[config.mk]
export PLATFORM = sky130hd
export DESIGN_NAME = ascon_hash_ctrl_flat
export DESIGN_NICKNAME = d
export VERILOG_FILES = /design/src/rtl/ascon_pkg.sv /design/src/rtl/ascon_hash_ctrl_if.sv /design/src/rtl/ascon_hash_ctrl.sv /design/src/flat_wrapper.sv
export SDC_FILE = /design/constraint.sdc
export NUM_CORES = 1
export LEC_CHECK = 0
export CAP_MARGIN = 10
export CORE_AREA = 2 2 303 305
export DETAILED_ROUTE_END_ITERATION = 8
export DIE_AREA = 0 0 305 307
export PLACE_DENSITY_LB_ADDON = 0.25
export REMOVE_ABC_BUFFERS = 1
export SYNTH_ARGS = -nofsm -noshare
export SYNTH_HDL_FRONTEND = slang
export SYNTH_SLANG_ARGS = --single-unit
[constraint.sdc]
create_clock -name clk -period 4.1 [get_ports clk]
set_input_delay 0.615 -clock clk [delete_from_list [all_inputs] [get_ports clk]]
set_output_delay 0.615 -clock clk [all_outputs]
set_load 0.02 [all_outputs]
[src/rtl/ascon_pkg.sv]
// ascon_pkg: shared constants, FSM state type and rate-word padding helper
// for the Ascon-Hash sponge controller.
//
// Build option: ASCON_HASHA_EN selects the Ascon-Hasha IV and 8-round
// absorb/squeeze permutations. If it is undefined, the design uses the
// Ascon-Hash IV with 12 rounds.
package ascon_pkg;

  localparam int unsigned RATE_BITS  = 64;
  localparam int unsigned STATE_BITS = 320;

  localparam logic [STATE_BITS-1:0] IV_HASH = {
    64'hee9398aadb67f03d, 64'h8bb21831c60f1002, 64'hb48a92db98d5da62,
    64'h43189921b8f8e3e8, 64'h348fa5c9d525e140
  };

  localparam logic [STATE_BITS-1:0] IV_HASHA = {
    64'h01470194fc6528a6, 64'h738ec38ac0adffa7, 64'h2ec8e3296c76384c,
    64'hd6f6a54d7f52377d, 64'ha13c42a223be8d87
  };

`ifdef ASCON_HASHA_EN
  localparam bit HASHA_EN = 1'b1;
`else
  localparam bit HASHA_EN = 1'b0;
`endif

  localparam logic [STATE_BITS-1:0] IV           = HASHA_EN ? IV_HASHA : IV_HASH;
  localparam int unsigned           ROUNDS_B_DEF = HASHA_EN ? 8 : 12;

  typedef enum logic [2:0] {
    ST_IDLE,
    ST_ABSORB,
    ST_PERM_WAIT,
    ST_PAD,
    ST_FINAL_WAIT,
    ST_SQUEEZE,
    ST_SQ_WAIT
  } state_e;

  // Keeps the first nbytes bytes (byte 0 is the MSB byte) and places the
  // 0x80 pad marker at byte nbytes. An nbytes value of 8 or more returns the
  // data unchanged.
  function automatic logic [RATE_BITS-1:0] pad_word(input logic [RATE_BITS-1:0] data,
                                                    input logic [3:0]           nbytes);
    logic [RATE_BITS-1:0] keep;
    logic [RATE_BITS-1:0] pad;
    keep = '1;
    pad  = '0;
    for (int unsigned i = 0; i < 8; i++) begin
      if (i >= 32'(nbytes)) keep[63-8*i -: 8] = '0;
      if (i == 32'(nbytes)) pad[63-8*i -: 8]  = 8'h80;
    end
    return (data & keep) | pad;
  endfunction

endpackage

[src/rtl/ascon_hash_ctrl_if.sv]
// ascon_hash_ctrl_if: message-in and digest-out handshakes of the hash
// controller.
//   msg_*: valid/ready message words. msg_bytes applies to the last word only.
//   dig_*: valid/ready digest words. dig_last marks the final word.
// modport master: message source / digest sink side.
// modport slave : controller side.
interface ascon_hash_ctrl_if;
  import ascon_pkg::*;

  logic                 msg_valid;
  logic                 msg_ready;
  logic [RATE_BITS-1:0] msg_data;
  logic                 msg_last;
  logic [3:0]           msg_bytes;
  logic                 dig_valid;
  logic                 dig_ready;
  logic [RATE_BITS-1:0] dig_data;
  logic                 dig_last;

  modport master (
    output msg_valid, msg_data, msg_last, msg_bytes, dig_ready,
    input  msg_ready, dig_valid, dig_data, dig_last
  );

  modport slave (
    input  msg_valid, msg_data, msg_last, msg_bytes, dig_ready,
    output msg_ready, dig_valid, dig_data, dig_last
  );
endinterface

[src/rtl/ascon_hash_ctrl.sv]
// ascon_hash_ctrl: Ascon-Hash sponge sequencer. It owns the 320-bit state,
// absorbs 64-bit rate words with padding, and drives an external permutation
// engine. After the final permutation it squeezes HASH_WORDS digest words.
// Ports:
//   clk, rst      : clock and synchronous active-high reset
//   bus           : message/digest handshakes (ascon_hash_ctrl_if.slave)
//   perm_start    : one-cycle launch pulse; perm_rounds gives the round count
//   perm_state_o  : registered sponge state {x0..x4}, x0 in the MSBs
//   perm_done     : engine result strobe; perm_state_i carries the result
//   busy          : high whenever the FSM is not idle
// Build option: ASCON_HASHA_EN (see ascon_pkg) selects the Hasha variant.
module ascon_hash_ctrl
  import ascon_pkg::*;
#(
  parameter int unsigned HASH_WORDS = 4,
  parameter int unsigned ROUNDS_A   = 12,
  parameter int unsigned ROUNDS_B   = ROUNDS_B_DEF
) (
  input  logic                  clk,
  input  logic                  rst,
  ascon_hash_ctrl_if.slave      bus,
  output logic                  perm_start,
  output logic [3:0]            perm_rounds,
  output logic [STATE_BITS-1:0] perm_state_o,
  input  logic                  perm_done,
  input  logic [STATE_BITS-1:0] perm_state_i,
  output logic                  busy
);

  localparam int unsigned          CNT_W     = (HASH_WORDS > 1) ? $clog2(HASH_WORDS) : 1;
  localparam logic [CNT_W-1:0]     LAST_WORD = CNT_W'(HASH_WORDS - 1);
  localparam logic [RATE_BITS-1:0] PAD_FULL  = {8'h80, 56'h0};
  localparam int unsigned          X0_MSB    = STATE_BITS - 1;

  state_e                  state_q, state_d;
  logic [STATE_BITS-1:0]   s_q, s_d;
  logic [CNT_W-1:0]        cnt_q, cnt_d;
  logic                    pad_q, pad_d;
  logic                    start_q, start_d;
  logic [3:0]              rounds_q, rounds_d;

  always_ff @(posedge clk) begin
    if (rst) begin
      state_q  <= ST_IDLE;
      s_q      <= IV;
      cnt_q    <= '0;
      pad_q    <= 1'b0;
      start_q  <= 1'b0;
      rounds_q <= 4'(ROUNDS_B);
    end else begin
      state_q  <= state_d;
      s_q      <= s_d;
      cnt_q    <= cnt_d;
      pad_q    <= pad_d;
      start_q  <= start_d;
      rounds_q <= rounds_d;
    end
  end

  // IDLE accepts the first word exactly as ABSORB would. The FSM then moves
  // straight to the wait state that the word selects.
  always_comb begin
    state_d  = state_q;
    s_d      = s_q;
    cnt_d    = cnt_q;
    pad_d    = pad_q;
    start_d  = 1'b0;
    rounds_d = rounds_q;
    unique case (state_q)
      ST_IDLE, ST_ABSORB: begin
        if (bus.msg_valid) begin
          start_d = 1'b1;
          if (!bus.msg_last) begin
            s_d[X0_MSB -: RATE_BITS] = s_q[X0_MSB -: RATE_BITS] ^ bus.msg_data;
            rounds_d = 4'(ROUNDS_B);
            state_d  = ST_PERM_WAIT;
          end else if (bus.msg_bytes < 4'd8) begin
            s_d[X0_MSB -: RATE_BITS] = s_q[X0_MSB -: RATE_BITS] ^
                                       pad_word(bus.msg_data, bus.msg_bytes);
            rounds_d = 4'(ROUNDS_A);
            state_d  = ST_FINAL_WAIT;
          end else begin
            // A full last word needs an extra block that holds only padding.
            s_d[X0_MSB -: RATE_BITS] = s_q[X0_MSB -: RATE_BITS] ^ bus.msg_data;
            rounds_d = 4'(ROUNDS_B);
            pad_d    = 1'b1;
            state_d  = ST_PERM_WAIT;
          end
        end
      end
      ST_PERM_WAIT: begin
        if (perm_done) begin
          s_d     = perm_state_i;
          state_d = pad_q ? ST_PAD : ST_ABSORB;
        end
      end
      ST_PAD: begin
        s_d[X0_MSB -: RATE_BITS] = s_q[X0_MSB -: RATE_BITS] ^ PAD_FULL;
        start_d  = 1'b1;
        rounds_d = 4'(ROUNDS_A);
        pad_d    = 1'b0;
        state_d  = ST_FINAL_WAIT;
      end
      ST_FINAL_WAIT: begin
        if (perm_done) begin
          s_d     = perm_state_i;
          state_d = ST_SQUEEZE;
        end
      end
      ST_SQUEEZE: begin
        if (bus.dig_ready) begin
          if (cnt_q == LAST_WORD) begin
            s_d     = IV;
            cnt_d   = '0;
            state_d = ST_IDLE;
          end else begin
            cnt_d    = cnt_q + 1'b1;
            start_d  = 1'b1;
            rounds_d = 4'(ROUNDS_B);
            state_d  = ST_SQ_WAIT;
          end
        end
      end
      ST_SQ_WAIT: begin
        if (perm_done) begin
          s_d     = perm_state_i;
          state_d = ST_SQUEEZE;
        end
      end
      default: state_d = ST_IDLE;
    endcase
  end

  // The controller does not advertise msg_ready during reset, because reset
  // would discard any handshake in that cycle.
  always_comb begin
    bus.msg_ready = 1'b0;
    bus.dig_valid = 1'b0;
    bus.dig_data  = '0;
    bus.dig_last  = 1'b0;
    case (state_q)
      ST_IDLE, ST_ABSORB: bus.msg_ready = !rst;
      ST_SQUEEZE: begin
        bus.dig_valid = 1'b1;
        bus.dig_data  = s_q[X0_MSB -: RATE_BITS];
        bus.dig_last  = (cnt_q == LAST_WORD);
      end
      default: ;
    endcase
    busy         = (state_q != ST_IDLE);
    perm_start   = start_q;
    perm_rounds  = rounds_q;
    perm_state_o = s_q;
  end

endmodule

[src/flat_wrapper.sv]
// flat-port wrapper written by rule: the top's interface ports become plain ports
module ascon_hash_ctrl_flat import ascon_pkg::*;
#(
  parameter int unsigned HASH_WORDS = 4,
  parameter int unsigned ROUNDS_A   = 12,
  parameter int unsigned ROUNDS_B   = ROUNDS_B_DEF
)
  (clk, rst, perm_start, perm_rounds, perm_state_o, perm_done, perm_state_i, busy, bus_msg_valid, bus_msg_data, bus_msg_last, bus_msg_bytes, bus_dig_ready, bus_msg_ready, bus_dig_valid, bus_dig_data, bus_dig_last);
  ascon_hash_ctrl_if bus_i ();
  input  logic clk;
  input  logic rst;
  output logic perm_start;
  output logic [3:0] perm_rounds;
  output logic [STATE_BITS-1:0] perm_state_o;
  input  logic perm_done;
  input  logic [STATE_BITS-1:0] perm_state_i;
  output logic busy;
  input wire logic [$bits(bus_i.msg_valid)-1:0] bus_msg_valid;
  input wire logic [$bits(bus_i.msg_data)-1:0] bus_msg_data;
  input wire logic [$bits(bus_i.msg_last)-1:0] bus_msg_last;
  input wire logic [$bits(bus_i.msg_bytes)-1:0] bus_msg_bytes;
  input wire logic [$bits(bus_i.dig_ready)-1:0] bus_dig_ready;
  output wire logic [$bits(bus_i.msg_ready)-1:0] bus_msg_ready;
  output wire logic [$bits(bus_i.dig_valid)-1:0] bus_dig_valid;
  output wire logic [$bits(bus_i.dig_data)-1:0] bus_dig_data;
  output wire logic [$bits(bus_i.dig_last)-1:0] bus_dig_last;
  assign bus_i.msg_valid = bus_msg_valid;
  assign bus_i.msg_data = bus_msg_data;
  assign bus_i.msg_last = bus_msg_last;
  assign bus_i.msg_bytes = bus_msg_bytes;
  assign bus_i.dig_ready = bus_dig_ready;
  assign bus_msg_ready = bus_i.msg_ready;
  assign bus_dig_valid = bus_i.dig_valid;
  assign bus_dig_data = bus_i.dig_data;
  assign bus_dig_last = bus_i.dig_last;
  ascon_hash_ctrl #(.HASH_WORDS(HASH_WORDS), .ROUNDS_A(ROUNDS_A), .ROUNDS_B(ROUNDS_B)) u_core (.clk(clk), .rst(rst), .bus(bus_i), .perm_start(perm_start), .perm_rounds(perm_rounds), .perm_state_o(perm_state_o), .perm_done(perm_done), .perm_state_i(perm_state_i), .busy(busy));
endmodule
==> impl_metrics.toml <==
[detailed_routing]
wire_per_inst_microns = 20.0
drt-pass1-iter-count = 5
route.met3.wl_microns = 4650
routed_wirelength_microns = 74300
drcViolationCount = 0
top_layer_used = "met5"
final_antenna_net_count = 0
wirelength_met1_microns = 31600
drt-initial-drc-count = 934
routed_via_density = 4.20
wl_met2_microns = 36300
route.vias.total = 15566

[clock_network]
cts_max_path_buffers = 3
tritoncts = "yes"
cts-hold-fix-buffers = 0
cts.htree.levels = 2
ctsRootBufferMaster = "clkbuf_16"
clock_insertion_delay_worst_skew_ns = 0.57
cts_num_sinks = 327
post_cts.resized_instances = 0
numCtsBuffers = 43
path_clk_slew_ns = 0.06
postCtsSetupBuffers = 0

[cells_and_area]
layout-area-overhead-vs-synth_pct = 73.8
drive_gt1_frac = 0.0569
fin_util = 0.269
fin_nets = 2878

[yosys]
synth_area_leader_cell = "dfxtp_1"
synth_area_sq_um = 14000
synthesis.area_per_instance_sq_um = 7.85
dominantRegCellSynth = "dfxtp_1"
synth_top_area_share = 0.467
synth.top_cells.by_area = "dfxtp_1 (47%), o21ai_0 (7.1%), a21oi_1 (6.5%)"
synth_seq_area_share = 0.467
synth_warnings = 0
async_reset_ff_frac = 0
yosysUniqueCellTypes = 57
syn-instance-count = 1787
synth_enable_flop_cells = 0
synth_register_bits = 327

[worst_setup_path]
worst_r2r_path_depth = 7
worst_ep_arrival_time_ns = 2.80
ff_to_ff_end = "u_core.perm_state_o[128]"
setup.worst_path.start = "u_core.state_q[1]"
worst_r2r_src = "u_core.state_q[1]"
startpoint_type = "flop"
worst-setup-path-type = "flop to output pin"
crit_path_end_kind = "output pin"
path_max_fanout = 60
critPathCapture = "bus_dig_data[33]"
required_ns = 3.48
setup.reg_to_reg.worst_slack_ns = 1.41

[pwr]
power.net_switching_mw = 3.71
design_power_total_mw = 10.6
power.share.combinational = 0.300
swShare = 0.348
vdd.ir_drop.worst_mv = 0.234
power_frac_seq = 0.357
power.leakage_nw = 8.32
cellInternalPower_mw = 6.93
clock_power_share = 0.344
power_density_over_the_cells_nw_per_um2 = 437

[floorplan]
die_ht_microns = 307
placement_rows = 111
design.portCount = 787
chip_width_microns = 305
starting_density_of_the_core = 0.155
dieArea_sq_um = 93600
placeableCoreArea_sq_um = 90700

[global_route]
combined_global_route_utilization_of_all_metal_layers = 0.151
grt_pass1_vias = 15284
grt_antenna_before_repair = 16
grt_max_degree = 93
grt_pass1_wl_microns = 106000
gr-total-overflow = 0

[timing]
layout_min_cycle_time_ns = 3.42
setup_total_negative_slack_ns = 0
report.final.hold_viol_count = 0
setup_viol_count_final = 0
rsz0062_at_grt = "no"
finalHoldWorstSlack_ns = 0.447
fin_crit_share = 0.834
max_freq_mhz = 293
final-max-slew-violation-count = 0
timing_worst_slew_pin_value_ns = 0.856
finClkSkew_ns = 0.0196
slew_headroom = 0.429

[run_status]
run_status = "finished, final reports clean"

[placement]
io_buffer_count = 782
last_weighted_congestion_value_of_the_routability_driven_placer = 0.789
place.detailed.hpwl_microns = 54800

[worst_hold_path]
min_path_type = "flop to flop"

[flow_run]
cap_viol_max_count = 0
## registers in the layout (all words and copies together) (netlist names)
| name | cells |
|---|---|
| u_core.perm_start | 1 |
| u_core.state_q | 3 |
| u_core.cnt_q | 2 |
| u_core.pad_q | 1 |
| u_core.perm_state_o | 320 |
## synthesized netlist by cell type (all sizes together) (6+ instances only)
library cell and count:
nor3 123, dfxtp 327, nand3 154, a31oi 6
nor2 164, o21ai 216, xnor2 31, and2 68
buf 98, inv 6, o211ai 15, a221oi 26
o32ai 7, a221o 7, clkbuf 82, nand4b 8
a21oi 181, o31a 12, nand2 198
## worst max-delay path, cell delays in order (launching register included)
cell and delay, ns:
dfxtp_1 0.52, and3b_2 0.60, buf_12 0.27, and2_1 0.18, clkdlybuf4s50_1 0.61
## power by group through the flow
stage	clock network (mW)	registers [mW]	logic [mW]
detailed placement	0	3.87	3.23
CTS	3.82	3.81	3.25
floorplan	0	4.04	1.17
global route	3.93	3.84	3.45
finish	3.66	3.80	3.19
global placement	0	3.88	3.25
## per-layer routing
metal / track usage / vias up
met3: 0.0394 / 87
met2: 0.259 / 532
met1: 0.186 / 7353
li1: - / 7584
met5: 0 / -
met4: 0.0391 / 10
## logic make-up after synthesis
| kind of cell | after synthesis | synth area share |
|---|---|---|
| XOR/XNOR | 31 | 0.0194 |
| multiplexers | 1 | 0.000714 |
| AO/OA/AOI/OAI | 492 | 0.201 |
| buffers and inverters | 187 | 0.0609 |
| flip-flops | 327 | 0.467 |
| AND/OR/NAND/NOR | 746 | 0.250 |
| adder cells (fa/ha/maj) | 1 | 0.000892 |
| other | 2 | 0.000536 |
## stage by stage
stage / instance area (sq um) / setup WS [ns] / instances
5_1_grt: 24400 / 0.491 / 3701
3_5_place_dp: 23000 / 0.879 / 3624
2_1_floorplan: 13200 / -6.11 / 1609
6_report: 24400 / 0.682 / 3705
4_1_cts: 24300 / 0.599 / 3698
3_3_place_gp: 23000 / 0.886 / 3624
## placed cells by master, fill, tap and decap left out, types with 8 or more instances in the layout
| cell | instances |
|---|---|
| clkbuf_8 | 8 |
| nor2_1 | 160 |
| and2_1 | 68 |
| nand2_1 | 194 |
| nand4b_1 | 8 |
| o21ai_1 | 14 |
| a21oi_1 | 180 |
| dfxtp_1 | 326 |
| nand3_1 | 153 |
| buf_12 | 8 |
| o21ai_0 | 197 |
| clkbuf_1 | 12 |
| buf_4 | 40 |
| xnor2_1 | 31 |
| clkbuf_16 | 43 |
| a221oi_1 | 22 |
| o211ai_1 | 15 |
| nor3_1 | 123 |
| o31a_1 | 12 |
| clkdlybuf4s50_1 | 781 |
## final cells by class
class / instances / area (sq um)
Antenna cell: 7 / 17.5
Clock buffer: 63 / 1230
Clock inverter: 11 / 97.6
Fill cell: 9845 / 66300
Inverter: 7 / 28.8
Multi-Input combinational cell: 1275 / 6680
Sequential cell: 327 / 6550
Tap cell: 1186 / 1480
Timing Repair Buffer: 829 / 8280
## how the worst min path moves through the flow
stage	startpoint	end	slack, ns	cells past startpoint
after detailed placement	u_core.perm_state_o[46]	u_core.perm_state_o[46]	0.44	2
after CTS	u_core.perm_state_o[56]	u_core.perm_state_o[56]	0.45	2
after global routing	u_core.perm_state_o[117]	u_core.perm_state_o[117]	0.47	2
after global placement	u_core.perm_state_o[128]	u_core.perm_state_o[128]	0.44	2
after floorplan	u_core.cnt_q[1]	u_core.cnt_q[1]	0.43	2
final	u_core.perm_state_o[64]	u_core.perm_state_o[64]	0.45	2
No activity file was read; power rests on OpenSTA's default activity.
